$ cat config.mk
export PLATFORM = sky130hd
export DESIGN_NAME = argmax_accuracy_unit_flat
export DESIGN_NICKNAME = d
export VERILOG_FILES = /design/src/rtl/argmax_if.sv /design/src/rtl/argmax_accuracy_unit.sv /design/src/flat_wrapper.sv
export SDC_FILE = /design/constraint.sdc
export NUM_CORES = 1
export LEC_CHECK = 0
export CAP_MARGIN = 20
export CORE_UTILIZATION = 51
export CTS_CLUSTER_SIZE = 25
export DETAILED_ROUTE_END_ITERATION = 6
export PLACE_DENSITY = 0.78
export SLEW_MARGIN = 20
export SYNTH_ARGS = -nofsm -noshare
export SYNTH_HDL_FRONTEND = slang
export SYNTH_SLANG_ARGS = --single-unit
$ cat constraint.sdc
create_clock -name clk -period 7.91 [get_ports clk]
set_clock_uncertainty 0.2 [all_clocks]
set_input_delay 1.1865 -clock clk [delete_from_list [all_inputs] [get_ports clk]]
set_output_delay 1.1865 -clock clk [all_outputs]
set_load 0.02 [all_outputs]
$ cat src/rtl/argmax_if.sv
// Request/result bundle between the layer-3 output registers and the argmax/accuracy back end.
interface argmax_if #(
  parameter int unsigned DATA_W    = 16,
  parameter int unsigned N_CLASSES = 10,
  parameter int unsigned LABEL_W   = 4,
  parameter int unsigned COUNT_W   = 10
) ();

  logic                          start;
  logic [N_CLASSES*DATA_W-1:0]   outs;
  logic [LABEL_W-1:0]            label;
  logic                          clear;
  logic                          busy;
  logic                          valid;
  logic [LABEL_W-1:0]            pred;
  logic                          eql;
  logic [COUNT_W-1:0]            correct_count;
  logic [COUNT_W-1:0]            sample_count;
  logic                          finished;

  modport master (
    output start, outs, label, clear,
    input  busy, valid, pred, eql, correct_count, sample_count, finished
  );

  modport slave (
    input  start, outs, label, clear,
    output busy, valid, pred, eql, correct_count, sample_count, finished
  );

endinterface

$ cat src/rtl/argmax_accuracy_unit.sv
// Serially scans the latched signed output vector for its maximum, reports the winning
// class and keeps saturating counts of evaluated and correctly classified samples.
module argmax_accuracy_unit #(
  parameter int unsigned DATA_W    = 16,
  parameter int unsigned N_CLASSES = 10,
  parameter int unsigned LABEL_W   = 4,
  parameter int unsigned COUNT_W   = 10,
  parameter int unsigned N_SAMPLES = 750
) (
  input  logic     clk,
  input  logic     rst,
  argmax_if.slave  bus
);

  localparam int unsigned         IDX_W         = (N_CLASSES > 1) ? $clog2(N_CLASSES) : 1;
  localparam logic [IDX_W-1:0]    LAST_IDX      = IDX_W'(N_CLASSES - 1);
  localparam logic [LABEL_W-1:0]  LAST_CLASS    = LABEL_W'(N_CLASSES - 1);
  localparam logic [COUNT_W-1:0]  COUNT_MAX     = '1;
  localparam logic [COUNT_W-1:0]  SAMPLE_TARGET = COUNT_W'(N_SAMPLES);

  typedef enum logic [1:0] {IDLE, SCAN, REPORT} state_t;

  state_t                     state_q, state_d;
  logic signed [DATA_W-1:0]   vec_q [N_CLASSES];
  logic [LABEL_W-1:0]         label_q;
  logic signed [DATA_W-1:0]   max_val_q, max_val_d;
  logic [LABEL_W-1:0]         max_idx_q, max_idx_d;
  logic [IDX_W-1:0]           idx_q, idx_d;
  logic                       busy_q, busy_d;
  logic                       valid_q, valid_d;
  logic [LABEL_W-1:0]         pred_q, pred_d;
  logic                       eql_q, eql_d;
  logic [COUNT_W-1:0]         correct_q, correct_d;
  logic [COUNT_W-1:0]         sample_q, sample_d;
  logic                       finished_q, finished_d;
  logic                       load_c;
  logic                       hit_c;
  logic signed [DATA_W-1:0]   cand_c;

  // Next-state and datapath decisions
  always_comb begin
    state_d    = state_q;
    max_val_d  = max_val_q;
    max_idx_d  = max_idx_q;
    idx_d      = idx_q;
    busy_d     = busy_q;
    valid_d    = 1'b0;
    pred_d     = pred_q;
    eql_d      = eql_q;
    correct_d  = correct_q;
    sample_d   = sample_q;
    finished_d = finished_q;
    load_c     = 1'b0;
    cand_c     = vec_q[idx_q];
    // An out-of-range label can never match a real class index
    hit_c      = (max_idx_q == label_q) && (label_q <= LAST_CLASS);

    unique case (state_q)
      IDLE: begin
        if (bus.start) begin
          load_c    = 1'b1;
          max_val_d = $signed(bus.outs[DATA_W-1:0]);
          max_idx_d = '0;
          idx_d     = IDX_W'(1);
          busy_d    = 1'b1;
          state_d   = SCAN;
        end
      end
      SCAN: begin
        // Strict compare so ties keep the lower index
        if (cand_c > max_val_q) begin
          max_val_d = cand_c;
          max_idx_d = LABEL_W'(idx_q);
        end
        idx_d = idx_q + IDX_W'(1);
        if (idx_q == LAST_IDX) state_d = REPORT;
      end
      REPORT: begin
        pred_d     = max_idx_q;
        eql_d      = hit_c;
        valid_d    = 1'b1;
        busy_d     = 1'b0;
        sample_d   = (sample_q != COUNT_MAX) ? sample_q + COUNT_W'(1) : sample_q;
        correct_d  = (hit_c && correct_q != COUNT_MAX) ? correct_q + COUNT_W'(1) : correct_q;
        finished_d = (sample_d == SAMPLE_TARGET);
        state_d    = IDLE;
      end
      default: state_d = IDLE;
    endcase

    // Clear overrides a coincident report update but leaves the scan alone
    if (bus.clear) begin
      correct_d  = '0;
      sample_d   = '0;
      finished_d = 1'b0;
    end
  end

  always_ff @(posedge clk or negedge rst) begin
    if (!rst) begin
      state_q    <= IDLE;
      label_q    <= '0;
      max_val_q  <= '0;
      max_idx_q  <= '0;
      idx_q      <= '0;
      busy_q     <= 1'b0;
      valid_q    <= 1'b0;
      pred_q     <= '0;
      eql_q      <= 1'b0;
      correct_q  <= '0;
      sample_q   <= '0;
      finished_q <= 1'b0;
      for (int i = 0; i < N_CLASSES; i++) vec_q[i] <= '0;
    end else begin
      state_q    <= state_d;
      max_val_q  <= max_val_d;
      max_idx_q  <= max_idx_d;
      idx_q      <= idx_d;
      busy_q     <= busy_d;
      valid_q    <= valid_d;
      pred_q     <= pred_d;
      eql_q      <= eql_d;
      correct_q  <= correct_d;
      sample_q   <= sample_d;
      finished_q <= finished_d;
      if (load_c) begin
        label_q <= bus.label;
        for (int i = 0; i < N_CLASSES; i++) vec_q[i] <= bus.outs[i*DATA_W +: DATA_W];
      end
    end
  end

  assign bus.busy          = busy_q;
  assign bus.valid         = valid_q;
  assign bus.pred          = pred_q;
  assign bus.eql           = eql_q;
  assign bus.correct_count = correct_q;
  assign bus.sample_count  = sample_q;
  assign bus.finished      = finished_q;

endmodule
$ cat src/flat_wrapper.sv
// flat-port wrapper written by rule: the top's interface ports become plain ports
module argmax_accuracy_unit_flat 
#(
  parameter int unsigned DATA_W    = 16,
  parameter int unsigned N_CLASSES = 10,
  parameter int unsigned LABEL_W   = 4,
  parameter int unsigned COUNT_W   = 10,
  parameter int unsigned N_SAMPLES = 750
)
  (clk, rst, bus_start, bus_outs, bus_label, bus_clear, bus_busy, bus_valid, bus_pred, bus_eql, bus_correct_count, bus_sample_count, bus_finished);
  argmax_if #(.DATA_W(DATA_W), .N_CLASSES(N_CLASSES), .LABEL_W(LABEL_W), .COUNT_W(COUNT_W)) bus_i ();
  input  logic clk;
  input  logic rst;
  input wire logic [$bits(bus_i.start)-1:0] bus_start;
  input wire logic [$bits(bus_i.outs)-1:0] bus_outs;
  input wire logic [$bits(bus_i.label)-1:0] bus_label;
  input wire logic [$bits(bus_i.clear)-1:0] bus_clear;
  output wire logic [$bits(bus_i.busy)-1:0] bus_busy;
  output wire logic [$bits(bus_i.valid)-1:0] bus_valid;
  output wire logic [$bits(bus_i.pred)-1:0] bus_pred;
  output wire logic [$bits(bus_i.eql)-1:0] bus_eql;
  output wire logic [$bits(bus_i.correct_count)-1:0] bus_correct_count;
  output wire logic [$bits(bus_i.sample_count)-1:0] bus_sample_count;
  output wire logic [$bits(bus_i.finished)-1:0] bus_finished;
  assign bus_i.start = bus_start;
  assign bus_i.outs = bus_outs;
  assign bus_i.label = bus_label;
  assign bus_i.clear = bus_clear;
  assign bus_busy = bus_i.busy;
  assign bus_valid = bus_i.valid;
  assign bus_pred = bus_i.pred;
  assign bus_eql = bus_i.eql;
  assign bus_correct_count = bus_i.correct_count;
  assign bus_sample_count = bus_i.sample_count;
  assign bus_finished = bus_i.finished;
  argmax_accuracy_unit #(.DATA_W(DATA_W), .N_CLASSES(N_CLASSES), .LABEL_W(LABEL_W), .COUNT_W(COUNT_W), .N_SAMPLES(N_SAMPLES)) u_core (.clk(clk), .rst(rst), .bus(bus_i));
endmodule
### Yosys cells after proc, flatten, opt, wreduce, memory -nomap -nowiden

Cells that the tools add are included.

* logic and storage cells: 78
* latch bits: 0
* memories: 0
* memory bits (writable): 0
* register bits after elaboration: 218
* bits of input ports: 168
* bits in read-only memories: 0
* output and inout port bits: 28

* div/mod/pow operators: 0
* bitwise logic cells: 1
* magnitude comparators: 3
* $add $sub $neg: 3
* shifts and indexed selects: 0
* $mul: 0
* multiplexer cells: 27
* equal/unequal tests: 10
* reductions and logical operators: 12

Operators with widths (count)
* binary-select mux 16 bit (select 4 bit): 1
* 2-to-1 mux 16 bit: 4
* 2-to-1 mux 10 bit: 6
* case mux 16 bit (2 select lines): 1
* adder 10 x 1 -> 10 bit, second input constant: 2
* != test 10 bit, second input constant: 2
* greater-than comparator 16 bit: 1
* case mux 4 bit (2 select lines): 2
* 2-to-1 mux 4 bit: 3
* == test 10 bit, second input constant: 1
* AND reduction 2 bit: 4
* nonzero test 2 bit: 4
* 2-to-1 mux 1 bit: 6
* greater-or-equal comparator 5 bit, second input constant: 1
* NOT 4 -> 5 bit: 1
* adder 4 x 1 -> 4 bit, second input constant: 1
* == test 4 bit: 1
* == test 4 bit, second input constant: 1
* <= comparator 4 bit, second input constant: 1
* 2-to-1 mux 2 bit: 2
* != test 2 x 1 -> 1 bit, second input constant: 2
* case mux 2 bit (2 select lines): 1
* AND reduction 3 bit: 1
* == test 2 x 1 -> 1 bit, second input constant: 1
* other kinds (5): 6

### Depth between registers and ports, before layout

* word-level depth: 7
* depth in mapped cells: 14
* gate-level depth less buffers: 11

### Worst setup path after synthesis

OpenSTA, ideal clock, no wires.

* path type: reg2reg
* start: reg u_core.idx_q[0]
* end: reg u_core.max_val_q[3]
* slack: 4421 ps
* arrival: 3163 ps
* stages on the path, launching flop included: 13
* setup time: 126 ps
* clock period less this slack: 3489 ps
* path buffers: 3
* required time: 7584 ps
* cell sequence: dfrtp_1 clkbuf_1 buf_2 mux2i_1 o22ai_1 o22a_1 ha_1 nand4_2 or4_4 nand3_4 nor2_4 buf_6 a221o_1

* longest elaborated chain between the ends: 7
* elaborated cells on any way between the ends: 9
* those cells by class: order compare (1); eq/ne (1); mux (5); bitwise (1); reduce/logical (1)

RTL lines
* from (decl): RTL line argmax_accuracy_unit.sv:28 `logic [IDX_W-1:0] idx_q, idx_d;`
* from (signal assigned): RTL line argmax_accuracy_unit.sv:118 `idx_q <= idx_d;`
* NOT 4 -> 5 bit (implied by the code) *: RTL line argmax_accuracy_unit.sv:54 `cand_c = vec_q[idx_q];`
* binary-select mux 16 bit (select 4 bit) *: RTL line argmax_accuracy_unit.sv:54
* 2-to-1 mux 16 bit (implied by the code) * (2 in a row): RTL line argmax_accuracy_unit.sv:54
* greater-than comparator 16 bit: RTL line argmax_accuracy_unit.sv:71 `if (cand_c > max_val_q) begin`
* != test 2 x 1 -> 1 bit (no source line)
* AND reduction 3 bit (no source line)
* to (signal assigned): RTL line argmax_accuracy_unit.sv:116 `max_val_q <= max_val_d;`
* to (decl): RTL line argmax_accuracy_unit.sv:26 `logic signed [DATA_W-1:0] max_val_q, max_val_d;`

Mark *: on every way between the ends. The rest lies on a longest branch, timed or not. The select of a mux whose other input is x is not followed.
A chain may end at the register's enable or synchronous reset.

### Worst setup path after layout

* start: reg u_core.idx_q[0]
* end: reg u_core.max_val_q[6]

The elaborated chain is that of the path after synthesis.

==> impl_metrics.env <==
export IMPL_clkSinkCount=218
export IMPL_synth_nets=1330
export IMPL_cts_root_buf="clkbuf_16"
export IMPL_synth_largest_area_cell="dfrtp_1"
export IMPL_netlist_area_leader_share_pct=52.2
export IMPL_most_common_layout_cells="nand2_1, dfrtp_1, clkdlybuf4s50_1, mux2i_1, o22ai_1"
export IMPL_grt_pass1_wl_mm=44.1
export IMPL_grt_pass1_vias=8291
export IMPL_cp_arrival_ns=4.73
export IMPL_dp_slack_ns=3.37
export IMPL_slew_limit_headroom_pct=28.3
export IMPL_ctsResizeCount=0
export IMPL_crit_family="compound AO/OA/AOI/OAI gates"
export IMPL_power_density_nw_per_um2=400
export IMPL_viasPerCell=5.38
export IMPL_avgSynthCellArea_um2=9.16
export IMPL_synth_ff_type="dfrtp_1"
export IMPL_worst_slew_pin_slew_ns=1.08
export IMPL_tns_ns=0
export IMPL_ir_drop_v=0.000239
export IMPL_maxSlewViolCount=0
export IMPL_critPathCaptureType="register"
export IMPL_hold_path_class="register to register"
export IMPL_post_dp_hpwl_mm=18.7
export IMPL_status="finished, final reports clean"
export IMPL_wl_mm=26.9
export IMPL_yosysSeqAreaShare_pct=52.2
export IMPL_critPathMaxStageDelay_ns=0.89
export IMPL_holdBufCountCts=0
export IMPL_synth_edf_count=0
export IMPL_diodes=0
export IMPL_cap_violations=0
export IMPL_r2r_slack_ns=3.36
export IMPL_start_kind="register"
export IMPL_final_common_cell="nand2_1"
export IMPL_yosysWarnings=0
export IMPL_cp_cell_sequence="buf_4 -> mux4_2 -> a21oi_1 -> a21oi_1 -> ha_1 -> nand4_1 -> a2111oi_2 -> a211o_2 -> o2bb2ai_4 -> a221o_1"
export IMPL_ys_seq_elements=218
export IMPL_fin_nets=1495
export IMPL_finalHoldViolCount=0
export IMPL_async_flop_share_pct=100
export IMPL_postPlaceCellArea_um2=12600
export IMPL_clock_latency_ns=0.50
export IMPL_core_um2=20200
export IMPL_path_buf_inv=1
export IMPL_grt_max_degree=142
export IMPL_crit_fanout=43
export IMPL_ys_types=55
export IMPL_wl_per_cell_um=16.9
export IMPL_rsz0062_at_grt="no"
export IMPL_yosys_top_cells_area="dfrtp_1, nand2_1, mux2i_1"
export IMPL_gp_congestion=0.885
export IMPL_slowest_stage="dfrtp_4"
export IMPL_grt_remaining_overflow=0
export IMPL_crit_type="register to register"
export IMPL_route_detailed_drc=0
export IMPL_syn_cell_area_um2=10500
export IMPL_cts_tree="built"
export IMPL_crit_path_start="u_core.idx_q[0]"
export IMPL_min_from="u_core.vec_q[129]"
export IMPL_critPathRequiredTime_ns=8.09
export IMPL_final_setup_viol_count=0
export IMPL_crit_top_cell="a21oi_1"
export IMPL_dieArea_um2=21100
export IMPL_cts_buffers=23
export IMPL_reg2reg_from="u_core.idx_q[0]"
export IMPL_drtIter0Drc=481
export IMPL_fin_crit_ns=4.55
export IMPL_clk_pin_slew_ns=0.06
export IMPL_netlist_instances=1142
export IMPL_stdcell_area_um2=13400
export IMPL_area_delta_synth_final_pct=28.0
export IMPL_leakage_nw=6.72
export IMPL_die_x_um=145
export IMPL_std_cell_rows=52
export IMPL_antenna_found_initial=0
export IMPL_setup_slack_ns=3.36
export IMPL_clockBufferDepth=3
export IMPL_fmax_mhz=220
export IMPL_post_cts_buffers=0
export IMPL_ant_nets=0
export IMPL_start_util_pct=51.9
export IMPL_layout_worst_path_cycle_share_pct=57.5
export IMPL_ios=196
export IMPL_num_vias=8553
export IMPL_cts_htree_levels=1
export IMPL_dr_pass1_iters=5
export IMPL_gr_usage_all_layers_pct=26.1
export IMPL_holdWs_ns=0.272
export IMPL_portBuffers=195
export IMPL_post_route_util_pct=66.4
export IMPL_layout_drive_gt1_share_pct=4.92
export IMPL_die_h_um=145
-- cells by family (layout without fill, tap and decap cells) --
logic type	count (synthesis)	count (layout)	synth area share, %
compound gates	133	133	9.19
fa+ha+maj	20	20	2.39
buf+inv	86	264	3.35
simple gates	583	583	23.1
flops	218	218	52.2
xor+xnor	18	18	1.51
mux	84	84	8.28
-- stage by stage --
stage               std cells  power [W]
floorplan                1142    0.00356
global placement         1551    0.00411
detailed placement       1551    0.00419
CTS                      1589    0.00536
global route             1590    0.00571
finish                   1590    0.00535
-- metal layers --
metal  GRT usage [%]  part of all wire, %  up-vias  routed length [um]
met4            7.00                  2.1        0                 577
met3            3.87                  6.1       34                1630
met5               0                    0        -                   0
met1            38.3                   46     4121               12400
li1                -                    -     4134                   -
met2            40.7                   46      264               12400
-- power breakdown --
group / leakage, nW / internal [W] / total (W) / switching [W]
sequential: 2.75 / 0.00160 / 0.00196 / 0.000359
combinational: 3.58 / 0.000976 / 0.00224 / 0.00126
clock: 0.397 / 0.000716 / 0.00115 / 0.000437
-- Yosys cell counts (10+ instances only) --
cell type	count
nor2_1	24
o22a_1	14
nand2_1	478
ha_1	20
a21oi_1	14
a21o_1	16
xor2_1	14
inv_1	21
a221o_1	14
o21ai_0	23
and2_1	17
nand3_1	15
dfrtp_1	218
mux2i_1	82
buf_2	10
clkbuf_1	51
o22ai_1	31
nor3_1	12
-- path summary, 6_finish.rpt --
path | end | cells after the start
max | u_core.max_val_q[6] | 10
min | u_core.vec_q[129] | 2
max reg2reg | u_core.max_val_q[6] | 10
min reg2reg | u_core.vec_q[129] | 2
max in group asynchronous | u_core.vec_q[87] | 2
min in group asynchronous | u_core.bus.correct_count[5] | 1
-- flip-flops by register name (all words and copies together) (netlist names) --
signal,flops
u_core.max_idx_q,4
u_core.bus.busy,1
u_core.bus.eql,1
u_core.state_q,2
u_core.bus.correct_count,10
u_core.max_val_q,16
u_core.bus.sample_count,10
u_core.bus.finished,1
u_core.label_q,4
u_core.bus.valid,1
u_core.idx_q,4
u_core.bus.pred,4
u_core.vec_q,160
-- layout make-up --
class,instances,area (um^2)
repair buffers,203,2040
clock inverters,7,139
multi-input cells,838,4660
clock buffers,31,666
inverters,23,86.3
flip-flops and latches,218,5460
fillers,1591,6780
well taps,270,338
-- worst register-to-register path: stages, from the launching register on --
cell,delay [ns]
dfrtp_4,0.89
buf_4,0.68
mux4_2,0.60
a21oi_1,0.15
a21oi_1,0.11
ha_1,0.30
nand4_1,0.18
a2111oi_2,0.50
a211o_2,0.23
o2bb2ai_4,0.17
a221o_1,0.41
No activity file was read; power rests on OpenSTA's default activity.
==> variant, RTL diff (same flow settings) <==
`N_CLASSES` is set to 10 in 3 places; all go to 5.
--- a/src/rtl/argmax_if.sv
+++ b/src/rtl/argmax_if.sv
@@ -3,3 +3,3 @@
   parameter int unsigned DATA_W    = 16,
-  parameter int unsigned N_CLASSES = 10,
+  parameter int unsigned N_CLASSES = 5,
   parameter int unsigned LABEL_W   = 4,
--- a/src/rtl/argmax_accuracy_unit.sv
+++ b/src/rtl/argmax_accuracy_unit.sv
@@ -4,3 +4,3 @@
   parameter int unsigned DATA_W    = 16,
-  parameter int unsigned N_CLASSES = 10,
+  parameter int unsigned N_CLASSES = 5,
   parameter int unsigned LABEL_W   = 4,
--- a/src/flat_wrapper.sv
+++ b/src/flat_wrapper.sv
@@ -4,3 +4,3 @@
   parameter int unsigned DATA_W    = 16,
-  parameter int unsigned N_CLASSES = 10,
+  parameter int unsigned N_CLASSES = 5,
   parameter int unsigned LABEL_W   = 4,
Ports: changed (resized bus_outs); port bits go from 196 to 116. The function was not compared with the original's and may differ.
==> variant against the unedited design <==
- wire length fell by 39%
- cell area fell by 36%
- core utilization grew 0.64 points
- setup slack gained 0.11 ns
- area after synthesis decreased by 35%
- critical endpoint unchanged
- clock power decreased by 33%
- total power decreased by 38%
- fmax grew 2.4%
- global-route usage decreased by 1.0 points
- synthesized cell count shrank 33%
- critical path type unchanged
- sequential cell count shrank 83
- sequential power fell by 43%
- combinational power is 37% lower
==> variant: results (changes against the unedited design) <==
| Metric | Value |
|---|---|
| Outcome | `finished, final reports clean` |
| Post-CTS setup buffers | `0 (unchanged)` |
| Vias per cell | `5.38 (about the same)` |
| Worst hold endpoint | `u_core.vec_q[41]` |
| M3 GR Usage | `4.80% (+0.93 points)` |
| Synth Area in Adders | `3.66% (+1.3 points)` |
| CP startpoint | `u_core.idx_q[1]` |
| Top post-synthesis cells by area | `dfrtp_1 49%, nand2_1 16%, mux2i_1 6.0%, ha_1 3.7%, nor2_1 2.4%` |
| Largest registers | `u_core.vec_q x80, u_core.max_val_q x16` |
| Layout cells sized above 1 | `6.27% (+1.3 points)` |
| Post-Layout Cell Count | `1,049 (-34%)` |
| Pleak | `0.00423 µW (-37%)` |
| Later-pin clock latency in the skew report | `0.42 ns (-0.08 ns)` |
| Logic pwr share | `42.5% (+0.6 points)` |
| Number of global-route vias before repair | `5,721 (-31%)` |
| Pin count of the biggest net entering global routing | `89 (-37%)` |
| # nets final | `973 (-35%)` |
| Iter 0 DRT Violations | `434 (-9.8%)` |
| Net Count, Synth | `878 (-34%)` |
| H-tree Lvls | `4 (+3)` |
| Register area | `0.00338 mm² (-38%)` |
| Hold Path Origin | `u_core.vec_q[41]` |
| Final-layout fill cell count | `1,046 (-34%)` |
| WHS Path Cells | `2 (unchanged)` |
| Internal reg-to-reg setup slack | `3.47 ns (+0.11 ns)` |
| Critical path's slowest cell | `dfrtp_1` |
| Placed Instance Area | `0.00806 mm² (-36%)` |
| Seq/Total Area, Yosys | `49.4% (-2.8 points)` |
| VDD IR-drop max | `0.195 mV (-18%)` |
| Drt pass-1 iters | `6 (+1)` |
| Global-route met2 utilization | `42.8% (+2.2 points)` |
| Synth Area in Compound Gates | `7.77% (-1.4 points)` |
| TritonCTS Buffers | `17 (-26%)` |
| Final HPWL DP | `11,100 µm (-41%)` |
| P_seq | `1120 µW (-43%)` |
| Detailed Route WL | `16,400 µm (-39%)` |
| CP max stage delay | `0.82 ns (-0.07 ns)` |
| Switching share of power | `38.3% (-0.27 points)` |
| Crit-path max FO | `23 (-47%)` |
| GP Congestion | `0.886 (+0.15%)` |
| Total GRT Usage | `25.1% (-1.0 points)` |
| Global-route wire length before repair | `27,600 µm (-37%)` |
| Sequential share of power | `34.0% (-2.6 points)` |
| Multiplexer share of the synthesized area | `6.82% (-1.5 points)` |
| Post-synthesis cell type count | `57 (+3.6%)` |
| R2R depth | `10 (unchanged)` |
| XOR/XNOR Fraction of Synth Area | `2.43% (+0.92 points)` |
| CTS Buffer Depth | `2 (-1)` |
| GRT met1 Usage | `31.0% (-7.3 points)` |
| Cells after Synth | `770 (-33%)` |
| Slew at the pin closest to its max-slew limit | `1.00 ns (-0.0732 ns)` |
| Port buffer count | `114 (-42%)` |
| Post-synth top cells | `286 x nand2_1, 135 x dfrtp_1, 44 x nor2_1, 41 x mux2i_1, 27 x clkbuf_1` |
==> variant: per-stage QoR <==
step | hold slack [ns] | worst slack, ns
after floorplan | 0.240 | 4.36
after global placement | 0.253 | 3.62
after detailed placement | 0.261 | 3.54
after CTS | 0.275 | 3.52
after global routing | 0.293 | 3.13
final | 0.271 | 3.47
==> variant: worst min-delay path, stage by stage, from the launching register on <==
cell and delay [ns]:
dfrtp_1 0.33, nand2_1 0.05, nand2_1 0.05
==> variant: per-layer routing <==
| layer | share of wire, % | vias up |
|---|---|---|
| li1 | - | 2734 |
| met5 | 0 | - |
| met2 | 51 | 174 |
| met4 | 2.0 | 0 |
| met3 | 4.5 | 25 |
| met1 | 43 | 2706 |
==> variant: final cells by class <==
class / instances / share of cell area, %
clock buffer: 22 / 5.50
multi-input combinational: 571 / 37.1
inverter: 20 / 0.870
timing repair buffer: 120 / 13.8
clock inverter: 9 / 1.16
sequential: 135 / 39.1
tap: 172 / 2.49
